File: src/rtl/muldiv_unit.sv
// Iterative 32-bit multiply/divide unit holding the architectural HI/LO pair.
// Signed ops run on magnitudes for 32 steps; the signs are applied in a final FIX cycle.
module muldiv_unit #(
    parameter int WIDTH = 32
) (
    input  logic             clk,
    input  logic             rst_n,
    input  logic             start,
    input  logic [1:0]       op,
    input  logic [WIDTH-1:0] a,
    input  logic [WIDTH-1:0] b,
    input  logic             hi_we,
    input  logic             lo_we,
    input  logic [WIDTH-1:0] wdata,
    output logic             busy,
    output logic             done,
    output logic [WIDTH-1:0] hi,
    output logic [WIDTH-1:0] lo
);

    typedef enum logic [1:0] {IDLE, CALC, FIX} state_t;

    state_t             state;
    logic               is_div;
    logic               sa, sb, dz;
    logic [WIDTH-1:0]   ma, mb, a_raw;
    logic [2*WIDTH-1:0] acc;
    logic [4:0]         cnt;

    logic               signed_op;
    logic [WIDTH:0]     mul_sum;
    logic [WIDTH+1:0]   div_diff;
    logic [2*WIDTH-1:0] fix_result;
    logic [2*WIDTH-1:0] prod;
    logic [WIDTH-1:0]   quo, rem;

    assign busy      = (state != IDLE);
    assign signed_op = ~op[0];

    // Multiply: right-shifting accumulator, upper half gets the partial sum.
    // Divide: acc = {remainder, quotient}, dividend bits fed from the top of ma.
    assign mul_sum  = {1'b0, acc[2*WIDTH-1:WIDTH]} + {1'b0, (mb[0] ? ma : {WIDTH{1'b0}})};
    assign div_diff = {1'b0, acc[2*WIDTH-1:WIDTH], ma[WIDTH-1]} - {2'b00, mb};

    always_comb begin
        prod = acc;
        quo  = acc[WIDTH-1:0];
        rem  = acc[2*WIDTH-1:WIDTH];
        if (sa ^ sb) begin
            prod = -acc;
            quo  = -acc[WIDTH-1:0];
        end
        if (sa)
            rem = -acc[2*WIDTH-1:WIDTH];
        if (!is_div)
            fix_result = prod;
        else if (dz)
            fix_result = {a_raw, {WIDTH{1'b1}}};
        else
            fix_result = {rem, quo};
    end

    always_ff @(posedge clk or negedge rst_n) begin
        if (!rst_n) begin
            state  <= IDLE;
            is_div <= 1'b0;
            sa     <= 1'b0;
            sb     <= 1'b0;
            dz     <= 1'b0;
            ma     <= '0;
            mb     <= '0;
            a_raw  <= '0;
            acc    <= '0;
            cnt    <= '0;
            done   <= 1'b0;
            hi     <= '0;
            lo     <= '0;
        end else begin
            done <= 1'b0;
            case (state)
                IDLE: begin
                    if (start) begin
                        is_div <= op[1];
                        sa     <= signed_op & a[WIDTH-1];
                        sb     <= signed_op & b[WIDTH-1];
                        ma     <= (signed_op & a[WIDTH-1]) ? -a : a;
                        mb     <= (signed_op & b[WIDTH-1]) ? -b : b;
                        a_raw  <= a;
                        dz     <= (b == '0);
                        acc    <= '0;
                        cnt    <= '0;
                        state  <= CALC;
                    end else begin
                        if (hi_we) hi <= wdata;
                        if (lo_we) lo <= wdata;
                    end
                end
                CALC: begin
                    if (!is_div) begin
                        mb  <= mb >> 1;
                        acc <= {mul_sum, acc[WIDTH-1:1]};
                    end else begin
                        ma <= ma << 1;
                        if (!div_diff[WIDTH+1])
                            acc <= {div_diff[WIDTH-1:0], acc[WIDTH-2:0], 1'b1};
                        else
                            acc <= {acc[2*WIDTH-2:WIDTH], ma[WIDTH-1], acc[WIDTH-2:0], 1'b0};
                    end
                    cnt <= cnt + 5'd1;
                    if (cnt == 5'd31)
                        state <= FIX;
                end
                FIX: begin
                    hi    <= fix_result[2*WIDTH-1:WIDTH];
                    lo    <= fix_result[WIDTH-1:0];
                    done  <= 1'b1;
                    state <= IDLE;
                end
                default: state <= IDLE;
            endcase
        end
    end

endmodule
File: config.mk
export PLATFORM = sky130hd
export DESIGN_NAME = muldiv_unit
export DESIGN_NICKNAME = d
export VERILOG_FILES = /design/src/rtl/muldiv_unit.sv
export SDC_FILE = /design/constraint.sdc
export NUM_CORES = 1
export LEC_CHECK = 0
export BUFFER_PORTS_ARGS = -buffer_cell sky130_fd_sc_hd__buf_2
export CORE_ASPECT_RATIO = 0.75
export CORE_MARGIN = 1
export CORE_UTILIZATION = 67
export CTS_BUF_LIST = sky130_fd_sc_hd__clkbuf_2 sky130_fd_sc_hd__clkbuf_4 sky130_fd_sc_hd__clkbuf_8
export CTS_CLUSTER_SIZE = 12
export DETAILED_ROUTE_END_ITERATION = 6
export GPL_TIMING_DRIVEN = 1
export HOLD_SLACK_MARGIN = 0.1
export PLACE_DENSITY = 0.89
export SYNTH_ARGS = -nofsm -noshare
export SYNTH_HDL_FRONTEND = slang
export SYNTH_SLANG_ARGS = --single-unit
File: constraint.sdc
create_clock -name clk -period 7.5 [get_ports clk]
set_input_delay 1.125 -clock clk [delete_from_list [all_inputs] [get_ports clk]]
set_output_delay 1.125 -clock clk [all_outputs]
set_load 0.02 [all_outputs]
==> run summary <==
Post-CTS sizing: 0
Syn. warnings: 0
Main synth FF type: dfrtp_1
TritonCTS Buffers: 39
Root buf cell: clkbuf_8
Cell taking the most area after synthesis: dfrtp_1
Post-synthesis instance area: 0.0180 mm²
FILL cells: 1952
Flops & latches, synth: 236
Hold Buf Count CTS: 0
Initial antenna violation count: 1
Pwr/cell area: 527 mW/mm²
RSZ-0062 raised after global routing: false
Largest net degree at the start of global routing: 124
Outcome: finished, violations left
Initial DRC count: 2785
Final Non-Filler Cells: 2701
Placed cells: 2629
Layout area overhead: 9.81%
First-pass GRT wire length: 95400 µm
Setup bufs post-CTS: 0
Post-synthesis cell type count: 83
CP endpoint kind: flop
Starting Density: 0.688
Hold crit path type: reg -> reg
GP Congestion: 1.05
Final hold vios: 0
Critical path startpoint category: flop
Post-synth EDFFs: 0
Vias in the first global route: 16916
H-Tree Depth: 2
Share of cells above drive strength 1: 0.132
Worst Path Required: 7.96 ns
Final Skew: 0.0370 ns
Synth Instances: 2255
Number of max-cap violations: 0
Pleak: 8.76 nW
Post-DP HPWL: 45000 µm
Mean Syn Cell Area: 7.98 µm²
Routed vias/inst: 6.91
Fin. max-slew vios: 0
Max VDD drop: 0.383 mV
Post-synth top area share: 0.328
Slew of the pin with the lowest slew margin: 1.12 ns
Residual DRC: 1
Final TNS setup: 0 ns
Worst Path Max Fanout: 34
DR vias: 18664
Sequential fraction of the synthesis area: 0.328
Die H: 144 µm
Antenna-violating nets left: 0
Max-slew headroom: 0.249
Worst-skew pair later-pin latency: 0.60 ns
CTS tree: done
Clock sink total: 236
Total grt overflow: 0
Synth area leaders: dfrtp_1 33%, o21ai_0 7.3%, nand2_1 6.3%, ha_1 4.9%, a21oi_1 4.7%
Failing checks: DRC
Final period util: 0.561
Fin util: 0.756
1st-pass router iterations: 7
Ys async rst share: 1.00
Clock slew at reported path FFs: 0.07 ns
IO Port Bufs: 168
Critical path type: reg -> reg
Io pins: 169
Antenna Cells: 0
Total GRT Usage: 0.453
Die Area: 0.0275 mm²
Detailed-route wire length: 63200 µm
Site row count: 51
Core area: 0.0262 mm²
Mapped Nets: 2431
Setup violations, final: 0
F_max: 238 MHz
Clk buf depth: 3
Die width: 191 µm
Routed length per instance: 23.4 µm
Tmin final: 4.21 ns
WP data arrival: 4.67 ns
Nets@finish: 2502
==> path summary, 6_finish.rpt <==
| path | from | to | slack (ns) | depth (start not counted) |
|---|---|---|---|---|
| min reg2reg | hi[2] | hi[2] | 0.47 | 2 |
| max reg2reg | mb[0] | acc[62] | 3.29 | 12 |
| min in group asynchronous | rst_n | mb[21] | 0.55 | 1 |
| max in group asynchronous | rst_n | is_div | 5.66 | 2 |
| max | mb[0] | acc[62] | 3.29 | 12 |
| min | hi[2] | hi[2] | 0.47 | 2 |
==> registers in the layout (all words and copies together) (netlist names), 2 cells and up <==
| register | flops |
|---|---|
| a_raw | 32 |
| acc | 64 |
| cnt | 5 |
| hi | 32 |
| lo | 32 |
| ma | 32 |
| mb | 32 |
| state | 2 |
==> through the flow <==
step / hold WS [ns] / cell area (µm²) / worst slack [ns] / total power, mW
2_1_floorplan: 0.440 / 18000 / 3.93 / 6.96
3_3_place_gp: 0.456 / 18900 / 3.60 / 8.58
3_5_place_dp: 0.462 / 18900 / 3.44 / 8.78
4_1_cts: 0.477 / 19800 / 3.42 / 10.1
5_1_grt: 0.514 / 19800 / 2.96 / 11.0
6_report: 0.473 / 19800 / 3.29 / 10.4
==> report_power, final <==
part	total, mW	switching [mW]	internal, mW
clock	1.29	0.580	0.714
combinational	6.35	3.96	2.39
sequential	2.78	0.908	1.87
==> layer usage <==
metal / vias up / global-route usage / share of wire
li1: 8285 / - / -
met1: 8843 / 0.648 / 0.41
met2: 1357 / 0.630 / 0.40
met3: 177 / 0.166 / 0.15
met4: 2 / 0.142 / 0.032
met5: - / 0 / 0.00019
==> layout make-up <==
type                    count  area, µm²  share of cell area
multi-input cells        1786      11200               0.569
flip-flops and latches    236       5910               0.299
repair buffers            190       1030              0.0520
clock buffers              62        791              0.0400
well taps                 344        430              0.0218
inverters                  73        274              0.0139
clock inverters            10       95.1             0.00481
==> logic make-up (layout without fill, tap and decap cells) <==
logic type                 after synthesis  count (layout)  synth area share
buffers and inverters                  233             335            0.0500
and+or+nand+nor                        747             747             0.199
DFF                                    236             236             0.328
adders and majority gates               73              73            0.0516
muxes                                   62              62            0.0345
AOI/OAI and AO/OA                      736             736             0.255
xor gates and xnor gates               168             168            0.0817
==> Yosys cell counts, drive strengths merged (12+ instances only) <==
| master | number |
|---|---|
| dfrtp | 236 |
| or2 | 13 |
| and3 | 23 |
| nor2 | 136 |
| o31ai | 28 |
| a31oi | 18 |
| nor2b | 13 |
| o21ai | 270 |
| or4 | 12 |
| buf | 28 |
| nand4 | 14 |
| a211oi | 16 |
| nand3 | 79 |
| inv | 73 |
| o22ai | 41 |
| clkbuf | 132 |
| or3 | 21 |
| nand2 | 302 |
| a21o | 26 |
| a221oi | 17 |
| xnor2 | 83 |
| and2 | 37 |
| o41ai | 19 |
| nor4 | 20 |
| xor2 | 85 |
| nand2b | 16 |
| a22oi | 16 |
| mux2i | 61 |
| a21oi | 168 |
| nor3 | 37 |
| ha | 71 |
| o211ai | 34 |
==> worst max-delay path: stages (launching register included) <==
cell and delay (ns):
dfrtp_1 0.92, ha_1 0.33, inv_1 0.07, fa_1 0.42, a211oi_1 0.25, nor2_1 0.11, o21ai_0 0.50, a2111oi_0 0.30
o311ai_1 0.47, a21oi_1 0.15, or3_1 0.31, a31oi_1 0.18, nor2_1 0.06
==> layout by cell type, fill, tap and decap left out, drive strengths merged, types with 12 or more instances in the layout <==
cell type,n
nand2b,16
or4,12
nor2b,13
and3,23
nor3,37
inv,76
a211oi,16
nor2,136
xor2,85
ha,71
o31ai,28
o41ai,19
mux2i,61
nand2,302
a22oi,16
and2,37
clkbuf,62
a21oi,168
or2,13
nor4,20
xnor2,83
o211ai,34
o21ai,270
a31oi,18
a221oi,17
dfrtp,236
o22ai,41
nand4,14
buf,190
a21o,26
or3,21
nand3,79
Note: power is estimated with default switching activity, not from simulation.
